**src/rtl/riscv_pkg.sv**
```systemverilog
// Shared RV32I core parameters and the ALU operation encoding.
package riscv_pkg;

  parameter int XLEN = 32;

  typedef enum logic [3:0] {
    ALU_ADD  = 4'd0,
    ALU_SUB  = 4'd1,
    ALU_SLL  = 4'd2,
    ALU_SLT  = 4'd3,
    ALU_SLTU = 4'd4,
    ALU_XOR  = 4'd5,
    ALU_SRL  = 4'd6,
    ALU_SRA  = 4'd7,
    ALU_OR   = 4'd8,
    ALU_AND  = 4'd9
  } alu_op_t;

endpackage

```
**src/rtl/id_ex_stage_if.sv**
```systemverilog
// Bundle of ID-side fields, pipeline control, writeback forwarding buses and EX-stage outputs.
interface id_ex_stage_if #(parameter int XLEN = riscv_pkg::XLEN);
  import riscv_pkg::*;

  logic            stall;
  logic            flush;
  logic            id_valid;
  logic [XLEN-1:0] id_pc;
  logic [XLEN-1:0] id_rs1_data;
  logic [XLEN-1:0] id_rs2_data;
  logic [XLEN-1:0] id_imm;
  logic [4:0]      id_rs1_addr;
  logic [4:0]      id_rs2_addr;
  logic [4:0]      id_rd_addr;
  alu_op_t         id_alu_op;
  logic            id_alu_src_a;
  logic            id_alu_src_b;
  logic            id_reg_write;
  logic            id_mem_read;
  logic            id_mem_write;

  logic            exmem_reg_write;
  logic [4:0]      exmem_rd_addr;
  logic [XLEN-1:0] exmem_result;
  logic            memwb_reg_write;
  logic [4:0]      memwb_rd_addr;
  logic [XLEN-1:0] memwb_result;

  logic            ex_valid;
  logic            ex_reg_write;
  logic            ex_mem_read;
  logic            ex_mem_write;
  logic [XLEN-1:0] ex_pc;
  logic [4:0]      ex_rd_addr;
  alu_op_t         ex_alu_op;
  logic [XLEN-1:0] alu_a;
  logic [XLEN-1:0] alu_b;
  logic [XLEN-1:0] ex_store_data;
  logic            load_use_hazard;

  modport master (
    output stall, flush, id_valid, id_pc, id_rs1_data, id_rs2_data, id_imm,
           id_rs1_addr, id_rs2_addr, id_rd_addr, id_alu_op, id_alu_src_a,
           id_alu_src_b, id_reg_write, id_mem_read, id_mem_write,
           exmem_reg_write, exmem_rd_addr, exmem_result,
           memwb_reg_write, memwb_rd_addr, memwb_result,
    input  ex_valid, ex_reg_write, ex_mem_read, ex_mem_write, ex_pc,
           ex_rd_addr, ex_alu_op, alu_a, alu_b, ex_store_data, load_use_hazard
  );

  modport slave (
    input  stall, flush, id_valid, id_pc, id_rs1_data, id_rs2_data, id_imm,
           id_rs1_addr, id_rs2_addr, id_rd_addr, id_alu_op, id_alu_src_a,
           id_alu_src_b, id_reg_write, id_mem_read, id_mem_write,
           exmem_reg_write, exmem_rd_addr, exmem_result,
           memwb_reg_write, memwb_rd_addr, memwb_result,
    output ex_valid, ex_reg_write, ex_mem_read, ex_mem_write, ex_pc,
           ex_rd_addr, ex_alu_op, alu_a, alu_b, ex_store_data, load_use_hazard
  );

endinterface

```
**src/rtl/id_ex_stage.sv**
```systemverilog
// ID/EX pipeline register with stall/flush/load-use bubble control, operand
// forwarding from EX/MEM and MEM/WB, and ALU operand selection.
module id_ex_stage
  import riscv_pkg::*;
(
  input  logic         clk,
  input  logic         rst_n,
  id_ex_stage_if.slave bus
);

  typedef struct packed {
    logic            valid;
    logic            reg_write;
    logic            mem_read;
    logic            mem_write;
    logic            src_a;
    logic            src_b;
    logic [4:0]      rs1_addr;
    logic [4:0]      rs2_addr;
    logic [4:0]      rd_addr;
    alu_op_t         alu_op;
    logic [XLEN-1:0] pc;
    logic [XLEN-1:0] rs1_data;
    logic [XLEN-1:0] rs2_data;
    logic [XLEN-1:0] imm;
  } ex_reg_t;

  localparam ex_reg_t BUBBLE = '{
    valid:     1'b0,
    reg_write: 1'b0,
    mem_read:  1'b0,
    mem_write: 1'b0,
    src_a:     1'b0,
    src_b:     1'b0,
    rs1_addr:  5'd0,
    rs2_addr:  5'd0,
    rd_addr:   5'd0,
    alu_op:    ALU_ADD,
    pc:        '0,
    rs1_data:  '0,
    rs2_data:  '0,
    imm:       '0
  };

  ex_reg_t ex_q;
  ex_reg_t id_fields;
  logic    hazard;
  logic [XLEN-1:0] rs1_fwd;
  logic [XLEN-1:0] rs2_fwd;

  always_comb begin
    id_fields           = BUBBLE;
    id_fields.valid     = bus.id_valid;
    id_fields.reg_write = bus.id_reg_write;
    id_fields.mem_read  = bus.id_mem_read;
    id_fields.mem_write = bus.id_mem_write;
    id_fields.src_a     = bus.id_alu_src_a;
    id_fields.src_b     = bus.id_alu_src_b;
    id_fields.rs1_addr  = bus.id_rs1_addr;
    id_fields.rs2_addr  = bus.id_rs2_addr;
    id_fields.rd_addr   = bus.id_rd_addr;
    id_fields.alu_op    = bus.id_alu_op;
    id_fields.pc        = bus.id_pc;
    id_fields.rs1_data  = bus.id_rs1_data;
    id_fields.rs2_data  = bus.id_rs2_data;
    id_fields.imm       = bus.id_imm;
  end

  // Both rs fields are compared even if unused; a flush suppresses the request.
  always_comb begin
    hazard = ~bus.flush & bus.id_valid & ex_q.valid & ex_q.mem_read &
             (ex_q.rd_addr != 5'd0) &
             ((ex_q.rd_addr == bus.id_rs1_addr) | (ex_q.rd_addr == bus.id_rs2_addr));
  end

  always_ff @(posedge clk or negedge rst_n) begin
    if (!rst_n) begin
      ex_q <= BUBBLE;
    end else if (bus.flush) begin
      ex_q <= BUBBLE;
    end else if (bus.stall) begin
      ex_q <= ex_q;
    end else if (hazard) begin
      ex_q <= BUBBLE;
    end else begin
      ex_q <= id_fields;
    end
  end

  // EX/MEM is the younger result and takes precedence; x0 is never forwarded.
  always_comb begin
    rs1_fwd = ex_q.rs1_data;
    if (bus.exmem_reg_write && bus.exmem_rd_addr != 5'd0 &&
        bus.exmem_rd_addr == ex_q.rs1_addr) begin
      rs1_fwd = bus.exmem_result;
    end else if (bus.memwb_reg_write && bus.memwb_rd_addr != 5'd0 &&
                 bus.memwb_rd_addr == ex_q.rs1_addr) begin
      rs1_fwd = bus.memwb_result;
    end
  end

  always_comb begin
    rs2_fwd = ex_q.rs2_data;
    if (bus.exmem_reg_write && bus.exmem_rd_addr != 5'd0 &&
        bus.exmem_rd_addr == ex_q.rs2_addr) begin
      rs2_fwd = bus.exmem_result;
    end else if (bus.memwb_reg_write && bus.memwb_rd_addr != 5'd0 &&
                 bus.memwb_rd_addr == ex_q.rs2_addr) begin
      rs2_fwd = bus.memwb_result;
    end
  end

  assign bus.ex_valid        = ex_q.valid;
  assign bus.ex_reg_write    = ex_q.reg_write;
  assign bus.ex_mem_read     = ex_q.mem_read;
  assign bus.ex_mem_write    = ex_q.mem_write;
  assign bus.ex_pc           = ex_q.pc;
  assign bus.ex_rd_addr      = ex_q.rd_addr;
  assign bus.ex_alu_op       = ex_q.alu_op;
  assign bus.alu_a           = ex_q.src_a ? ex_q.pc  : rs1_fwd;
  assign bus.alu_b           = ex_q.src_b ? ex_q.imm : rs2_fwd;
  assign bus.ex_store_data   = rs2_fwd;
  assign bus.load_use_hazard = hazard;

endmodule

```
**src/flat_wrapper.sv**
```systemverilog
// flat-port wrapper written by rule: the top's interface ports become plain ports
module id_ex_stage_flat import riscv_pkg::*;
  (clk, rst_n, bus_stall, bus_flush, bus_id_valid, bus_id_pc, bus_id_rs1_data, bus_id_rs2_data, bus_id_imm, bus_id_rs1_addr, bus_id_rs2_addr, bus_id_rd_addr, bus_id_alu_op, bus_id_alu_src_a, bus_id_alu_src_b, bus_id_reg_write, bus_id_mem_read, bus_id_mem_write, bus_exmem_reg_write, bus_exmem_rd_addr, bus_exmem_result, bus_memwb_reg_write, bus_memwb_rd_addr, bus_memwb_result, bus_ex_valid, bus_ex_reg_write, bus_ex_mem_read, bus_ex_mem_write, bus_ex_pc, bus_ex_rd_addr, bus_ex_alu_op, bus_alu_a, bus_alu_b, bus_ex_store_data, bus_load_use_hazard);
  id_ex_stage_if bus_i ();
  input  logic clk;
  input  logic rst_n;
  input wire logic [$bits(bus_i.stall)-1:0] bus_stall;
  input wire logic [$bits(bus_i.flush)-1:0] bus_flush;
  input wire logic [$bits(bus_i.id_valid)-1:0] bus_id_valid;
  input wire logic [$bits(bus_i.id_pc)-1:0] bus_id_pc;
  input wire logic [$bits(bus_i.id_rs1_data)-1:0] bus_id_rs1_data;
  input wire logic [$bits(bus_i.id_rs2_data)-1:0] bus_id_rs2_data;
  input wire logic [$bits(bus_i.id_imm)-1:0] bus_id_imm;
  input wire logic [$bits(bus_i.id_rs1_addr)-1:0] bus_id_rs1_addr;
  input wire logic [$bits(bus_i.id_rs2_addr)-1:0] bus_id_rs2_addr;
  input wire logic [$bits(bus_i.id_rd_addr)-1:0] bus_id_rd_addr;
  input wire logic [$bits(bus_i.id_alu_op)-1:0] bus_id_alu_op;
  input wire logic [$bits(bus_i.id_alu_src_a)-1:0] bus_id_alu_src_a;
  input wire logic [$bits(bus_i.id_alu_src_b)-1:0] bus_id_alu_src_b;
  input wire logic [$bits(bus_i.id_reg_write)-1:0] bus_id_reg_write;
  input wire logic [$bits(bus_i.id_mem_read)-1:0] bus_id_mem_read;
  input wire logic [$bits(bus_i.id_mem_write)-1:0] bus_id_mem_write;
  input wire logic [$bits(bus_i.exmem_reg_write)-1:0] bus_exmem_reg_write;
  input wire logic [$bits(bus_i.exmem_rd_addr)-1:0] bus_exmem_rd_addr;
  input wire logic [$bits(bus_i.exmem_result)-1:0] bus_exmem_result;
  input wire logic [$bits(bus_i.memwb_reg_write)-1:0] bus_memwb_reg_write;
  input wire logic [$bits(bus_i.memwb_rd_addr)-1:0] bus_memwb_rd_addr;
  input wire logic [$bits(bus_i.memwb_result)-1:0] bus_memwb_result;
  output wire logic [$bits(bus_i.ex_valid)-1:0] bus_ex_valid;
  output wire logic [$bits(bus_i.ex_reg_write)-1:0] bus_ex_reg_write;
  output wire logic [$bits(bus_i.ex_mem_read)-1:0] bus_ex_mem_read;
  output wire logic [$bits(bus_i.ex_mem_write)-1:0] bus_ex_mem_write;
  output wire logic [$bits(bus_i.ex_pc)-1:0] bus_ex_pc;
  output wire logic [$bits(bus_i.ex_rd_addr)-1:0] bus_ex_rd_addr;
  output wire logic [$bits(bus_i.ex_alu_op)-1:0] bus_ex_alu_op;
  output wire logic [$bits(bus_i.alu_a)-1:0] bus_alu_a;
  output wire logic [$bits(bus_i.alu_b)-1:0] bus_alu_b;
  output wire logic [$bits(bus_i.ex_store_data)-1:0] bus_ex_store_data;
  output wire logic [$bits(bus_i.load_use_hazard)-1:0] bus_load_use_hazard;
  assign bus_i.stall = bus_stall;
  assign bus_i.flush = bus_flush;
  assign bus_i.id_valid = bus_id_valid;
  assign bus_i.id_pc = bus_id_pc;
  assign bus_i.id_rs1_data = bus_id_rs1_data;
  assign bus_i.id_rs2_data = bus_id_rs2_data;
  assign bus_i.id_imm = bus_id_imm;
  assign bus_i.id_rs1_addr = bus_id_rs1_addr;
  assign bus_i.id_rs2_addr = bus_id_rs2_addr;
  assign bus_i.id_rd_addr = bus_id_rd_addr;
  assign bus_i.id_alu_op = bus_id_alu_op;
  assign bus_i.id_alu_src_a = bus_id_alu_src_a;
  assign bus_i.id_alu_src_b = bus_id_alu_src_b;
  assign bus_i.id_reg_write = bus_id_reg_write;
  assign bus_i.id_mem_read = bus_id_mem_read;
  assign bus_i.id_mem_write = bus_id_mem_write;
  assign bus_i.exmem_reg_write = bus_exmem_reg_write;
  assign bus_i.exmem_rd_addr = bus_exmem_rd_addr;
  assign bus_i.exmem_result = bus_exmem_result;
  assign bus_i.memwb_reg_write = bus_memwb_reg_write;
  assign bus_i.memwb_rd_addr = bus_memwb_rd_addr;
  assign bus_i.memwb_result = bus_memwb_result;
  assign bus_ex_valid = bus_i.ex_valid;
  assign bus_ex_reg_write = bus_i.ex_reg_write;
  assign bus_ex_mem_read = bus_i.ex_mem_read;
  assign bus_ex_mem_write = bus_i.ex_mem_write;
  assign bus_ex_pc = bus_i.ex_pc;
  assign bus_ex_rd_addr = bus_i.ex_rd_addr;
  assign bus_ex_alu_op = bus_i.ex_alu_op;
  assign bus_alu_a = bus_i.alu_a;
  assign bus_alu_b = bus_i.alu_b;
  assign bus_ex_store_data = bus_i.ex_store_data;
  assign bus_load_use_hazard = bus_i.load_use_hazard;
  id_ex_stage u_core (.clk(clk), .rst_n(rst_n), .bus(bus_i));
endmodule
```
**config.mk**
```make
export PLATFORM = sky130hd
export DESIGN_NAME = id_ex_stage_flat
export DESIGN_NICKNAME = d
export VERILOG_FILES = /design/src/rtl/riscv_pkg.sv /design/src/rtl/id_ex_stage_if.sv /design/src/rtl/id_ex_stage.sv /design/src/flat_wrapper.sv
export SDC_FILE = /design/constraint.sdc
export NUM_CORES = 1
export LEC_CHECK = 0
export BUFFER_PORTS_ARGS = -buffer_cell sky130_fd_sc_hd__buf_2
export CAP_MARGIN = 40
export CORE_MARGIN = 2
export CORE_UTILIZATION = 40
export CTS_CLUSTER_SIZE = 14
export DETAILED_ROUTE_END_ITERATION = 10
export PLACE_DENSITY = 0.67
export SLEW_MARGIN = 20
export SYNTH_ARGS = -nofsm -noshare
export SYNTH_HDL_FRONTEND = slang
export SYNTH_SLANG_ARGS = --single-unit
```
**constraint.sdc**
```tcl
create_clock -name clk -period 7.6 [get_ports clk]
set_input_delay 1.52 -clock clk [delete_from_list [all_inputs] [get_ports clk]]
set_output_delay 1.52 -clock clk [all_outputs]
set_load 0.02 [all_outputs]
```
# Word level (Yosys, flattened, before mapping)
# Cells that the tools add are included.
# word_totals
ff_bits	153
inputBits	233
wordCells	46
# classes
eq_ne	7
n_mux	9
bitwise_logic	7
reduce_logical	9
# ops
cell	count
$mux W153	3
$mux W32	6
$eq A5 B5 Y1	6
$reduce_bool A5 Y1	3
$logic_and A1 B1 Y1	6
$and A1 B1 Y1	5
$ne A2 B1 Y1 const B	1
$not A1 Y1	1
$or A1 B1 Y1	1

# Longest topological paths before layout
# Gate-level depths: netlist of run 1.
# depth
ltp_word	9
mapped_depth	8
ltp_nobuf	5

# Worst setup path after synthesis of run 1
# No wires, ideal clock.
# synth_path
path_kind	in2out
start	in bus_memwb_rd_addr[0]
end	out bus_alu_b[21]
arrival_ps	3376
required_ps	6080
setup_slack_ps	2704
stages	8
path_buffers	3
path_cell_list	nor4_1 > and2_1 > buf_2 > or4_4 > buf_6 > buf_6 > mux2i_1 > a221oi_1
# synth_between
elab_chain_cells	6
# synth_rtl
item	line_no	rtl
start: declaration	flat_wrapper.sv:27	input wire logic [$bits(bus_i.memwb_rd_addr)-1:0] bus_memwb_rd_addr;
$reduce_bool A5 Y1	id_ex_stage.sv:107	end else if (bus.memwb_reg_write && bus.memwb_rd_addr != 5'd0 &&
$logic_and A1 B1 Y1	id_ex_stage.sv:107	
$logic_and A1 B1 Y1 (*)	id_ex_stage.sv:107	
$mux W32 (*)	id_ex_stage.sv:107	
$mux W32 (*)	id_ex_stage.sv:104	if (bus.exmem_reg_write && bus.exmem_rd_addr != 5'd0 &&
$mux W32 (*)	id_ex_stage.sv:121	assign bus.alu_b = ex_q.src_b ? ex_q.imm : rs2_fwd;
end: declaration	flat_wrapper.sv:37	output wire logic [$bits(bus_i.alu_b)-1:0] bus_alu_b;
# Every way passes the cells marked *; elsewhere a longest branch is shown, timed or not.

# Worst setup path after layout of run 1
# layout_path
start	in bus_memwb_rd_addr[4]
end	out bus_alu_b[0]
# The elaborated chain is that of the path after synthesis.

==> results.md, run 1 <==
- Multi-input logic area: 5077 sq um
- Number of buffers created by CTS: 17
- Most frequent cell after synthesis: inv_1
- Synthesized area per cell: 8.476 sq um
- Initial Utilization: 0.4045
- Reg2reg path depth: 7
- Clock sink total: 153
- Final hold vios: 0
- Least-Margin Pin Slew: 839.1 ps
- First-pass GRT wire length: 63.20 mm
- Post-synthesis sequential area ratio: 0.3663
- Syn Std Cell Area: 10450 sq um
- CP peak stage delay: 630 ps
- Clk_lat worst skew: 420 ps
- Total power draw: 2.364 mW
- Largest net degree at the start of global routing: 136
- Post-synth ARST share: 1.000
- Htree depth: 4
- Via count: 10600
- Yosys cell types: 36
- Run status: finished, final reports clean
- Longest Clk Path Bufs: 2
- Final Critical Period: 5671 ps
- Crit Path Max Fanout: 33
- Gpl congestion: 0.9751
- Highest Clock Rate: 176.3 MHz
- Area fraction of the dominant cell type after synthesis: 0.3663
- Commonest cells post-synth: inv_1, dfrtp_1, o41ai_1
- # resized after CTS: 0
- Gr ovfl total: 0
- Post-Syn Instances: 1233
- Reg2reg end: u_core.bus.ex_pc[14]
- Final ANT Viol Nets: 0
- Worst reg-to-reg setup slack: 4890 ps
- Worst hold path type: flop to flop
- Drt total wl: 41.82 mm
- Initial drt markers: 1062
- WP buf/inv: 3
- HPWL after detailed placement: 30.77 mm
- Post-synth top flop: dfrtp_1
- Setup TNS: 0 ps
- Crit-path cells: buf_2 > nor4_1 > and2_1 > buf_4 > or4_4 > mux2i_1 > a221oi_1 > buf_2
- Setup crit end: bus_alu_b[0]
- DR WL/cell: 22.94 um
- Setup bufs post-CTS: 0
- IO Count: 375
- Register Area: 3831 sq um
- Routed vias/inst: 5.812
- Syn Nets: 1466
- Number of flops mapped to enable cells by yosys: 0
- Period utilisation layout: 0.7462
- CP Depth: 8
- Share of cells above drive strength 1: 0.3012
- Area grow syn2layout: 23.11%
- Synthesized flop and latch total: 153
- Worst reg2reg startpoint: u_core.bus.ex_rd_addr[2]
- Yosys warnings: 0
- CP Class: input port to primary output
- Crit start category: input port
- Drt pass-1 iters: 6
- Core box area: 25840 sq um
- RSZ-0062 raised after global routing: no
- Clock Skew: 13.88 ps
- Max VDD drop: 0.09849 mV
- Vias in the first global route: 10320
- # rows: 59
- CTS Hold Buffers Added: 0
- MaxCap Viol Count: 0
- Slew margin rel.: 0.4406
- GRT Overall Usage: 0.2961
- Final Setup Violations: 0
- Port bufs: 374
- Synth top area cells: dfrtp_1, o41ai_1, nand3b_1
- CTS tree: done
- Arrival @ worst endpoint: 4150 ps
- Pwr/cell area: 183.7 nW/um^2
- CP top delay family: simple AND/OR/NAND/NOR gates
- Leakage: 6.589 nW
- DIE AREA: 27440 sq um
- Req. time, crit path: 6080 ps
- Setup crit end kind: primary output
- Final nets: 1704
- Slowest stage cell, crit path: or4_4
- Worst-path clk slew: 70 ps
- Filler cells: 2526
- Drc violations: 0
- Slew Limit Fails: 0
- Initial antenna violation count: 4
- Cell taking the most area after synthesis: dfrtp_1
- Critical path origin: bus_memwb_rd_addr[4]
- Die height: 165.6 um
- Root Buffer: clkbuf_16
- Most used cell, CP: buf_2
- Die X-Extent: 165.6 um
how the worst min path moves through the flow:
| stage | endpoint | cells past startpoint | from |
|---|---|---|---|
| 3_5_place_dp | u_core.bus.ex_mem_write | 2 | u_core.bus.ex_mem_write |
| 5_1_grt | u_core.ex_q[31] | 2 | u_core.ex_q[31] |
| 4_1_cts | u_core.bus.ex_alu_op[0] | 2 | u_core.bus.ex_alu_op[0] |
| 3_3_place_gp | u_core.bus.ex_mem_write | 2 | u_core.bus.ex_mem_write |
| 6_report | u_core.bus.ex_alu_op[0] | 2 | u_core.bus.ex_alu_op[0] |
| 2_1_floorplan | u_core.ex_q[63] | 2 | u_core.ex_q[63] |
state kept, by name, indices dropped and copies added, names as in the netlist:
signal                   count
u_core.ex_q                108
u_core.bus.ex_pc            32
u_core.bus.ex_rd_addr        5
u_core.bus.ex_alu_op         4
u_core.bus.ex_mem_read       1
u_core.bus.ex_mem_write      1
u_core.bus.ex_reg_write      1
u_core.bus.ex_valid          1
worst register-to-register path, cell delays in order (launching register included):
cell      delay, ps
dfrtp_1         470
xor2_1          200
nor3_1          220
nand3_1         150
a221oi_4        570
buf_4           490
buf_16          310
o41ai_1         140
logic make-up (layout without fill, tap and decap cells):
logic type | after synthesis | count (layout) | share of synthesized area
AOI/OAI and AO/OA | 285 | 285 | 0.2305
xor gates and xnor gates | 30 | 30 | 0.02514
buffers and inverters | 365 | 616 | 0.1530
DFF | 153 | 153 | 0.3663
muxes | 32 | 32 | 0.03184
other | 0 | 4 | 0
and+or+nand+nor | 368 | 368 | 0.1932
power by group:
group / internal, mW / leakage [nW] / total (mW) / switching, mW
sequential: 0.860 / 2.03 / 0.898 / 0.0384
combinational: 0.197 / 4.27 / 0.531 / 0.334
clock: 0.558 / 0.291 / 0.934 / 0.377
total: 1.61 / 6.59 / 2.36 / 0.749
placed cells by master, fill, tap and decap left out, types with 31 or more instances in the layout:
master and n:
dfrtp_1 151, buf_2 371, a21oi_1 32, nor2_1 98, o31ai_1 32, nor3_1 36
mux2i_1 31, nand3b_1 143, nand2_1 76, inv_1 187, a221oi_1 52, o41ai_1 153
per-layer routing:
layer | part of all wire | track usage | routed length [um] | vias to the layer above
met5 | 0.00017 | 0 | 7 | -
met2 | 0.49 | 0.5060 | 20500 | 533
li1 | - | - | - | 4873
met3 | 0.074 | 0.06284 | 3111 | 56
met4 | 0.034 | 0.1002 | 1425 | 2
met1 | 0.40 | 0.3724 | 16780 | 5132
cell type report:
| class | count | area share |
|---|---|---|
| multi-input cells | 715 | 0.3946 |
| flip-flops and latches | 153 | 0.2978 |
| repair buffers | 397 | 0.1710 |
| inverters | 187 | 0.05456 |
| clock buffers | 20 | 0.03394 |
| well taps | 335 | 0.03258 |
| clock inverters | 12 | 0.01478 |
| diodes | 4 | 0.0007780 |
metrics by stage:
step                      instance area, sq um  cells  worst slack [ps]  hold slack, ps  utilization
after floorplan                          10450   1233              2704           443.0            -
after global placement                   12040   1779              1986           456.6       0.4659
after detailed placement                 12230   1787              1940           467.2       0.4733
after CTS                                12860   1819              1937           484.6       0.4976
after global routing                     12860   1821              1821           519.8       0.4978
final                                    12870   1823              1929           478.9       0.4980
Note: power is estimated with default switching activity, not from simulation.
==> run 2, diff against run 1 <==
clock period = 5.42 ns   (was 7.6 ns; I/O delays follow)
==> results.md, run 2 (synthesis gave the netlist of run 1 again) <==
- Share of cells above drive strength 1: 0.3028 (+0.001552)
- Multi-input logic area: 5077 sq um (unchanged)
- Hold Path Cell Cnt: 2 (unchanged)
- Vias in the first global route: 10140 (-1.7%)
- Setup bufs post-CTS: 0 (unchanged)
- # resized after CTS: 0 (unchanged)
- CP Depth: 7 (-1)
- Final setup margin: 933.6 ps (-995.4 ps)
- Register Area: 3831 sq um (unchanged)
- Total power draw: 3.267 mW (+38%)
- Gpl congestion: 0.9263 (-5.0%)
- Htree depth: 4 (unchanged)
- Gr ovfl total: 0 (unchanged)
- Commonest cells after routing, fill and taps aside: buf_2, inv_1, o41ai_1
- Clk_lat worst skew: 440 ps (+20 ps)
- First-pass GRT wire length: 62.46 mm (-1.2%)
- Arrival @ worst endpoint: 3400 ps (-750 ps)
- Crit start category: input port
- Port bufs: 374 (unchanged)
- Setup WS pre-CTS: 864.4 ps (-1076 ps)
- Reg2reg path depth: 6 (-1)
- Longest Clk Path Bufs: 2 (unchanged)
- Worst-path clk slew: 80 ps (about the same)
- Root Buffer: clkbuf_16
- Routed vias/inst: 5.813 (about the same)
- Slew Limit Fails: 0 (unchanged)
- IO Count: 375 (unchanged)
- Least-Margin Pin Slew: 981.8 ps (+142.7 ps)
- Slowest stage cell, crit path: a31oi_4
- Setup TNS: 0 ps (unchanged)
- Drt pass-1 iters: 6 (unchanged)
- Crit-path cells: buf_2 > or4_1 > o211a_1 > a31oi_4 > buf_4 > a221oi_1 > buf_2
- Initial drt markers: 1173 (+10%)
- CP peak stage delay: 730 ps (+100 ps)
- Filler cells: 2580 (+2.1%)
- Pwr/cell area: 255.1 nW/um^2 (+39%)
- Slew margin rel.: 0.3455 (-0.09512)
- GRT Overall Usage: 0.2932 (-0.002956)
- Final Critical Period: 4486 ps
- Run status: finished, final reports clean
- CTS Hold Buffers Added: 0 (unchanged)
- Final hold vios: 0 (unchanged)
- Drt total wl: 41.30 mm (-1.3%)
- Leakage: 6.582 nW (-0.11%)
- Final ANT Viol Nets: 0 (unchanged)
- HPWL after detailed placement: 30.11 mm (-2.1%)
- Area grow syn2layout: 22.52%
- Largest net degree at the start of global routing: 162 (+19%)
- Drc violations: 0 (unchanged)
- Initial antenna violation count: 7 (+3)
- Clock Skew: 14.93 ps (+1.043 ps)
- Most common cell after layout, fill and taps aside: buf_2
- DR WL/cell: 22.69 um (-1.1%)
- Max reg flops: 108 (unchanged)
- Period utilisation layout: 0.8278
- Crit Path Max Fanout: 22 (-33%)
- CP top delay family: compound AO/OA/AOI/OAI gates
- CP Class: input port to primary output
- Req. time, crit path: 4340 ps (-1740 ps)
- Placed cell areas: 12170 sq um (-0.51%)
- # rows: 59 (unchanged)
- DIE AREA: 27440 sq um (unchanged)
- Final Setup Violations: 0 (unchanged)
- MaxCap Viol Count: 0 (unchanged)
- Final Cell Area: 12800 sq um (-0.48%)
- RSZ-0062 raised after global routing: no
- WP buf/inv: 3 (unchanged)
- Highest Clock Rate: 222.9 MHz
- Die X-Extent: 165.6 um (unchanged)
- Largest register by flop count: u_core.ex_q
- CTS tree: done
- Initial Utilization: 0.4045 (unchanged)
- Core box area: 25840 sq um (unchanged)
- Clock sink total: 153 (unchanged)
- Die height: 165.6 um (unchanged)
- Most used cell, CP: buf_2
- Setup crit end kind: primary output
- Worst hold path type: flop to flop
- Number of buffers created by CTS: 17 (unchanged)
- Final nets: 1703 (-0.059%)
- Max VDD drop: 0.1979 mV (+100%)
- Via count: 10580 (-0.16%)
## run 2: cell type report
type,count,share of cell area
Inverter,187,0.05482
Clock inverter,15,0.01407
Timing Repair Buffer,396,0.1690
Clock buffer,17,0.03322
Multi-Input combinational cell,715,0.3965
Antenna cell,2,0.0003909
Tap cell,335,0.03273
Sequential cell,153,0.2992
## run 2: metrics by stage
step | instances | util | hold slack (ps)
2_1_floorplan | 1233 | - | 443.0
3_3_place_gp | 1781 | 0.4674 | 456.1
3_5_place_dp | 1785 | 0.4709 | 459.6
4_1_cts | 1817 | 0.4943 | 483.8
5_1_grt | 1820 | 0.4956 | 513.2
6_report | 1820 | 0.4956 | 485.1
## run 2: worst min-delay path: stages, from the launching register on
cell	delay [ps]
dfrtp_1	360
nand2_1	50
o41ai_1	50
## run 2: routing by layer
| metal | wire length, um | track usage |
|---|---|---|
| met4 | 1795 | 0.1316 |
| met5 | 58 | 0 |
| met1 | 16230 | 0.3632 |
| met2 | 19810 | 0.4891 |
| met3 | 3407 | 0.06619 |
## run 2: where the power goes
part / internal, mW / leakage [nW] / total, mW / switching [mW]
combinational: 0.274 / 4.25 / 0.733 / 0.460
clock: 0.703 / 0.302 / 1.27 / 0.570
sequential: 1.21 / 2.03 / 1.26 / 0.0553
## run 2: final timing paths
check	end	slack, ps	from
worst max-delay path	bus_alu_b[10]	930	bus_exmem_rd_addr[0]
worst min-delay path	u_core.bus.ex_mem_write	490	u_core.bus.ex_mem_write
worst max register to register	u_core.ex_q[64]	2780	u_core.bus.ex_rd_addr[2]
worst min register to register	u_core.bus.ex_mem_write	490	u_core.bus.ex_mem_write
max in group asynchronous	u_core.ex_q[40]	3860	rst_n
min in group asynchronous	u_core.bus.ex_pc[27]	630	rst_n
